**src/rtl/stopwatch_pkg.sv**
```systemverilog
// Shared types and constants for the BCD stopwatch: FSM states, digit maxima
// and the packed five-digit time value.
package stopwatch_pkg;

    typedef enum logic [1:0] {
        ST_IDLE  = 2'd0,
        ST_RUN   = 2'd1,
        ST_PAUSE = 2'd2,
        ST_LAP   = 2'd3
    } state_t;

    localparam logic [3:0] DIGIT_MAX_DEC = 4'd9;
    localparam logic [3:0] DIGIT_MAX_SEX = 4'd5;

    typedef struct packed {
        logic [3:0] min_hi;
        logic [3:0] min_lo;
        logic [3:0] sec_hi;
        logic [3:0] sec_lo;
        logic [3:0] tenth;
    } bcd_time_t;

endpackage

```
**src/rtl/bcd_digit.sv**
```systemverilog
// One BCD digit of the cascaded counter: counts 0..MAX on inc, clears on clr,
// and flags carry when an increment wraps it back to zero.
module bcd_digit
    import stopwatch_pkg::*;
#(
    parameter logic [3:0] MAX = DIGIT_MAX_DEC
) (
    input  logic       clock_in,
    input  logic       rst_n,
    input  logic       inc,
    input  logic       clr,
    output logic [3:0] value,
    output logic       carry
);

    logic [3:0] r_value;

    // clr outranks inc; any out-of-range value wraps to zero on the next increment
    always_ff @(posedge clock_in or negedge rst_n) begin
        if (!rst_n) begin
            r_value <= '0;
        end else if (clr) begin
            r_value <= '0;
        end else if (inc) begin
            r_value <= (r_value >= MAX) ? 4'd0 : r_value + 4'd1;
        end
    end

    assign value = r_value;
    assign carry = inc && (r_value >= MAX);

endmodule

```
**src/rtl/stopwatch_bcd.sv**
```systemverilog
// MM:SS.t stopwatch: synchronised tick edge detector, five cascaded BCD digits,
// run/pause/lap FSM with snapshot, and a registered display mux.
module stopwatch_bcd
    import stopwatch_pkg::*;
#(
    parameter int SYNC_STAGES = 2  // must be at least 2
) (
    input  logic       clock_in,
    input  logic       rst_n,
    input  logic       tick_in,
    input  logic       start_stop,
    input  logic       clear,
    input  logic       lap,
    output logic [3:0] disp_tenth,
    output logic [3:0] disp_sec_lo,
    output logic [3:0] disp_sec_hi,
    output logic [3:0] disp_min_lo,
    output logic [3:0] disp_min_hi,
    output logic       running,
    output logic       lap_active,
    output logic       overflow
);

    logic [SYNC_STAGES-1:0] r_sync;
    logic                   r_tick_hist;
    state_t                 r_state;
    logic                   r_running;
    logic                   r_lap_active;
    logic                   r_overflow;
    bcd_time_t              r_snap;
    bcd_time_t              r_disp;

    logic                   w_tick_pulse;
    logic                   w_count_en;
    logic [4:0]             w_inc;
    logic [4:0]             w_carry;
    bcd_time_t              w_live;

    always_ff @(posedge clock_in or negedge rst_n) begin
        if (!rst_n) begin
            r_sync      <= '0;
            r_tick_hist <= 1'b0;
        end else begin
            r_sync      <= {r_sync[SYNC_STAGES-2:0], tick_in};
            r_tick_hist <= r_sync[SYNC_STAGES-1];
        end
    end

    assign w_tick_pulse = r_sync[SYNC_STAGES-1] & ~r_tick_hist;
    assign w_count_en   = (r_state == ST_RUN) || (r_state == ST_LAP);

    // Each digit advances only on the carry of the one below it
    assign w_inc[0] = w_count_en & w_tick_pulse;
    assign w_inc[1] = w_carry[0];
    assign w_inc[2] = w_carry[1];
    assign w_inc[3] = w_carry[2];
    assign w_inc[4] = w_carry[3];

    bcd_digit #(.MAX(DIGIT_MAX_DEC)) u_tenth (
        .clock_in (clock_in), .rst_n (rst_n), .inc (w_inc[0]), .clr (clear),
        .value    (w_live.tenth), .carry (w_carry[0])
    );
    bcd_digit #(.MAX(DIGIT_MAX_DEC)) u_sec_lo (
        .clock_in (clock_in), .rst_n (rst_n), .inc (w_inc[1]), .clr (clear),
        .value    (w_live.sec_lo), .carry (w_carry[1])
    );
    bcd_digit #(.MAX(DIGIT_MAX_SEX)) u_sec_hi (
        .clock_in (clock_in), .rst_n (rst_n), .inc (w_inc[2]), .clr (clear),
        .value    (w_live.sec_hi), .carry (w_carry[2])
    );
    bcd_digit #(.MAX(DIGIT_MAX_DEC)) u_min_lo (
        .clock_in (clock_in), .rst_n (rst_n), .inc (w_inc[3]), .clr (clear),
        .value    (w_live.min_lo), .carry (w_carry[3])
    );
    bcd_digit #(.MAX(DIGIT_MAX_SEX)) u_min_hi (
        .clock_in (clock_in), .rst_n (rst_n), .inc (w_inc[4]), .clr (clear),
        .value    (w_live.min_hi), .carry (w_carry[4])
    );

    // start_stop is tested before lap in every state, so a coincident lap is dropped
    always_ff @(posedge clock_in or negedge rst_n) begin
        if (!rst_n) begin
            r_state      <= ST_IDLE;
            r_running    <= 1'b0;
            r_lap_active <= 1'b0;
            r_snap       <= '0;
        end else if (clear) begin
            r_state      <= ST_IDLE;
            r_running    <= 1'b0;
            r_lap_active <= 1'b0;
            r_snap       <= '0;
        end else begin
            case (r_state)
                ST_IDLE: begin
                    if (start_stop) begin
                        r_state   <= ST_RUN;
                        r_running <= 1'b1;
                    end
                end
                ST_RUN: begin
                    if (start_stop) begin
                        r_state   <= ST_PAUSE;
                        r_running <= 1'b0;
                    end else if (lap) begin
                        r_state      <= ST_LAP;
                        r_lap_active <= 1'b1;
                        r_snap       <= w_live;  // pre-increment value if a tick lands now
                    end
                end
                ST_PAUSE: begin
                    if (start_stop) begin
                        r_state   <= ST_RUN;
                        r_running <= 1'b1;
                    end
                end
                ST_LAP: begin
                    if (start_stop) begin
                        r_state      <= ST_PAUSE;
                        r_running    <= 1'b0;
                        r_lap_active <= 1'b0;
                    end else if (lap) begin
                        r_state      <= ST_RUN;
                        r_lap_active <= 1'b0;
                    end
                end
                default: begin
                    r_state      <= ST_IDLE;
                    r_running    <= 1'b0;
                    r_lap_active <= 1'b0;
                end
            endcase
        end
    end

    always_ff @(posedge clock_in or negedge rst_n) begin
        if (!rst_n) begin
            r_overflow <= 1'b0;
            r_disp     <= '0;
        end else begin
            r_overflow <= w_carry[4] & ~clear;
            r_disp     <= (r_state == ST_LAP) ? r_snap : w_live;
        end
    end

    assign disp_tenth  = r_disp.tenth;
    assign disp_sec_lo = r_disp.sec_lo;
    assign disp_sec_hi = r_disp.sec_hi;
    assign disp_min_lo = r_disp.min_lo;
    assign disp_min_hi = r_disp.min_hi;
    assign running     = r_running;
    assign lap_active  = r_lap_active;
    assign overflow    = r_overflow;

endmodule
```
**config.mk**
```make
export PLATFORM = sky130hd
export DESIGN_NAME = stopwatch_bcd
export DESIGN_NICKNAME = d
export VERILOG_FILES = /design/src/rtl/stopwatch_pkg.sv /design/src/rtl/bcd_digit.sv /design/src/rtl/stopwatch_bcd.sv
export SDC_FILE = /design/constraint.sdc
export NUM_CORES = 1
export LEC_CHECK = 0
export CORE_ASPECT_RATIO = 0.9
export CORE_MARGIN = 2
export CORE_UTILIZATION = 50
export DETAILED_ROUTE_END_ITERATION = 8
export GPL_TIMING_DRIVEN = 1
export HOLD_SLACK_MARGIN = 0.03
export PLACE_DENSITY_LB_ADDON = 0.15
export SETUP_SLACK_MARGIN = 0.3
export SYNTH_ARGS = -nofsm -noshare
export SYNTH_HDL_FRONTEND = slang
export SYNTH_SLANG_ARGS = --single-unit
```
**constraint.sdc**
```tcl
create_clock -name clock_in -period 3.8 [get_ports clock_in]
set_input_delay 0.57 -clock clock_in [delete_from_list [all_inputs] [get_ports clock_in]]
set_output_delay 0.57 -clock clock_in [all_outputs]
set_load 0.1 [all_outputs]
```
==> flow_summary.toml <==
[outcome]
status = "completed"

[floorplan]
fp.dieH_um = 78.4
start_util_pct = 50.9
rows = 27
io_pins = 29
die_w_um = 86.7
core-area_um2 = 6050
dieArea_um2 = 6800

[worst_setup_path]
cp_num_buf_inv = 1
required_ns = 3.23
cp_max_fo = 3
crit_path_top_delay_cell = "clkdlybuf4s50_1"
worst_setup_path_end_kind = "primary output"
cp_top_family = "buffers and inverters"
path_class = "flip-flop to primary output"
crit_arrival_ns = 1.84
max_stage_delay_ns = 1.14
path_cells = "clkdlybuf4s50_1"
startpoint_type = "flip-flop"

[place]
place_area_um2 = 3430
io_buffers = 28
gp_congestion = 0.763
placed_cells = 380
hpwl_um = 3710

[drt]
wl_per_cell_um = 14.1
wl_um = 5580
detail-route-antenna-nets = 0
first_iter_violations = 103
drc = 0
via_count = 2142
drtPass1Iterations = 4
viasPerCell = 5.42

[global_route]
grt_max_degree = 29
grt_antenna_before_repair = 0
grt_overflow = 0
grt_usage_pct = 18.9
grt_pass1_wl_um = 10000
grt_pass1_vias = 2080

[timing]
finClkSkew_ns = 0.00480
grt_setup_unrepaired = "no"
drv_slew = 0
worst_slew_pin_slew_ns = 0.977
finalCriticalPeriod_ns = 2.41
fin_crit_sh_pct = 63.5
setup_viol_count_final = 0
setup_tns_ns = 0
fmax_mhz = 414
finalHoldViolCount = 0
max-slew-margin-rel_pct = 34.7

[final_layout]
fin_cells = 395
syn2layout_area_growth_pct = 17.0
antenna_cells = 0
final_cell_mix = "dfrtp_1 (68), nand2_1 (55), a21oi_1 (38), clkdlybuf4s50_1 (27), mux2_2 (21)"
num-nets-final = 340
finish.instance_area_um2 = 3600
final_common_cell = "dfrtp_1"
layout-drive-gt1-share_pct = 14.2

[cts]
cts.clk_slew.worst_paths_ns = 0.07
root_buffer = "clkbuf_8"
tritoncts = "done"
cts.sinks = 68
cts_buffers = 9
clockBufferDepth = 2
insertion_delay_ns = 0.34
postCtsHoldBufs = 0
cts_resized = 0
cts_setup_buffers = 0
cts_htree_levels = 3

[synth]
synthesis.area_um2 = 3080
synth_seq_area_share_pct = 55.3
ys_types = 40
synth_nets = 309
syn_inst = 288
yosys_warnings = 0
synth-seq-cells = 68
syn_area_per_cell_um2 = 10.7

[power_and_ir_drop]
cellLeakagePower_nw = 1.60
powerDensity_nw_per_um2 = 368
power.total_mw = 1.33
vdd_drop_max_v = 0.000218

[run]
maxCapViolations = 0

[hold_path]
hold_path.class = "input port to asynchronous set/reset pin"
==> report_power, final <==
group / switching (mW) / internal (mW)
clock network: 0.251 / 0.267
registers: 0.00513 / 0.730
logic: 0.0541 / 0.0194
total: 0.310 / 1.02
==> worst reg2reg max path: stages, from the launching register on <==
cell	delay [ns]
dfrtp_1	0.49
inv_1	0.07
ha_1	0.19
nor3b_1	0.15
nor2b_1	0.36
nand4_4	0.19
or4b_1	0.53
a21oi_1	0.15
==> routing by layer <==
metal	track usage (%)	part of all wire, %
met2	28.5	47
met5	0	0
met3	6.31	4.1
met4	6.09	1.2
met1	25.8	48
==> cell families after synthesis <==
family / Yosys count / synth area share, %
adders and majority gates: 15 / 6.10
AOI/OAI and AO/OA: 55 / 9.76
and+or+nand+nor: 102 / 17.1
DFF: 68 / 55.3
muxes: 21 / 7.68
xor gates and xnor gates: 4 / 1.14
buffers and inverters: 23 / 2.97
==> cell type report <==
type	instances	area, µm²
fillers	512	2450
multi-input cells	197	1290
well taps	72	90.1
inverters	10	37.5
repair buffers	33	313
clock buffers	13	159
clock inverters	2	10.0
flip-flops and latches	68	1700
==> state kept, by name, indices dropped and copies added, names as in the netlist <==
register        flops
disp_min_hi         4
lap_active          1
u_tenth.value       4
overflow            1
r_state             2
u_sec_hi.value      4
r_tick_hist         1
u_min_hi.value      4
disp_sec_lo         4
running             1
u_min_lo.value      4
disp_min_lo         4
r_sync              2
r_snap             20
u_sec_lo.value      4
disp_sec_hi         4
disp_tenth          4
==> cells in the mapped netlist <==
master / instances / area share, %
nor4_1: 1 / 0.20
or2_1: 1 / 0.20
xor2_1: 2 / 0.57
a21boi_2: 1 / 0.37
nor3_1: 4 / 0.65
nand4_1: 3 / 0.61
nor3b_1: 1 / 0.24
o21ai_0: 10 / 1.6
dfrtp_1: 68 / 55
mux2_2: 21 / 7.7
clkbuf_1: 10 / 1.2
nand3_1: 3 / 0.49
buf_2: 1 / 0.16
or4b_1: 2 / 0.65
a41oi_1: 1 / 0.28
o21bai_1: 1 / 0.24
or4b_2: 1 / 0.33
nand4_4: 1 / 0.69
buf_4: 1 / 0.24
xnor2_1: 2 / 0.57
a21oi_1: 38 / 6.2
and3_4: 1 / 0.37
o31ai_1: 1 / 0.24
o41ai_1: 1 / 0.28
o2111ai_1: 1 / 0.28
nor2_1: 8 / 0.98
nand3b_1: 3 / 0.73
a21o_1: 1 / 0.24
inv_1: 10 / 1.2
nand3_2: 1 / 0.33
or2b_1: 1 / 0.24
nand2_1: 55 / 6.7
or3_1: 2 / 0.41
and3b_1: 1 / 0.28
nand2b_1: 5 / 1.0
nand4b_1: 2 / 0.57
ha_1: 15 / 6.1
nor2b_1: 4 / 0.81
buf_1: 1 / 0.12
or3b_1: 2 / 0.57
==> per-stage QoR <==
stage | utilization [%] | setup slack, ns | hold slack, ns
2_1_floorplan | - | 1.85 | 0.274
3_3_place_gp | 56.8 | 1.43 | 0.341
3_5_place_dp | 56.8 | 1.42 | 0.344
4_1_cts | 59.5 | 1.36 | 0.248
5_1_grt | 59.5 | 1.33 | 0.266
6_report | 59.5 | 1.39 | 0.222
==> worst paths after layout <==
path	start	end	slack (ns)	depth (start not counted)
setup reg to reg	u_min_lo.value[0]	u_min_hi.value[2]	1.59	7
max in group asynchronous	rst_n	disp_sec_lo[3]	2.87	2
setup / recovery	lap_active	lap_active	1.39	1
hold reg to reg	r_sync[0]	r_sync[1]	0.36	0
hold / removal	rst_n	disp_min_hi[0]	0.22	1
min in group clock_in	r_sync[0]	r_sync[1]	0.36	0
Note: power is estimated with default switching activity, not from simulation.
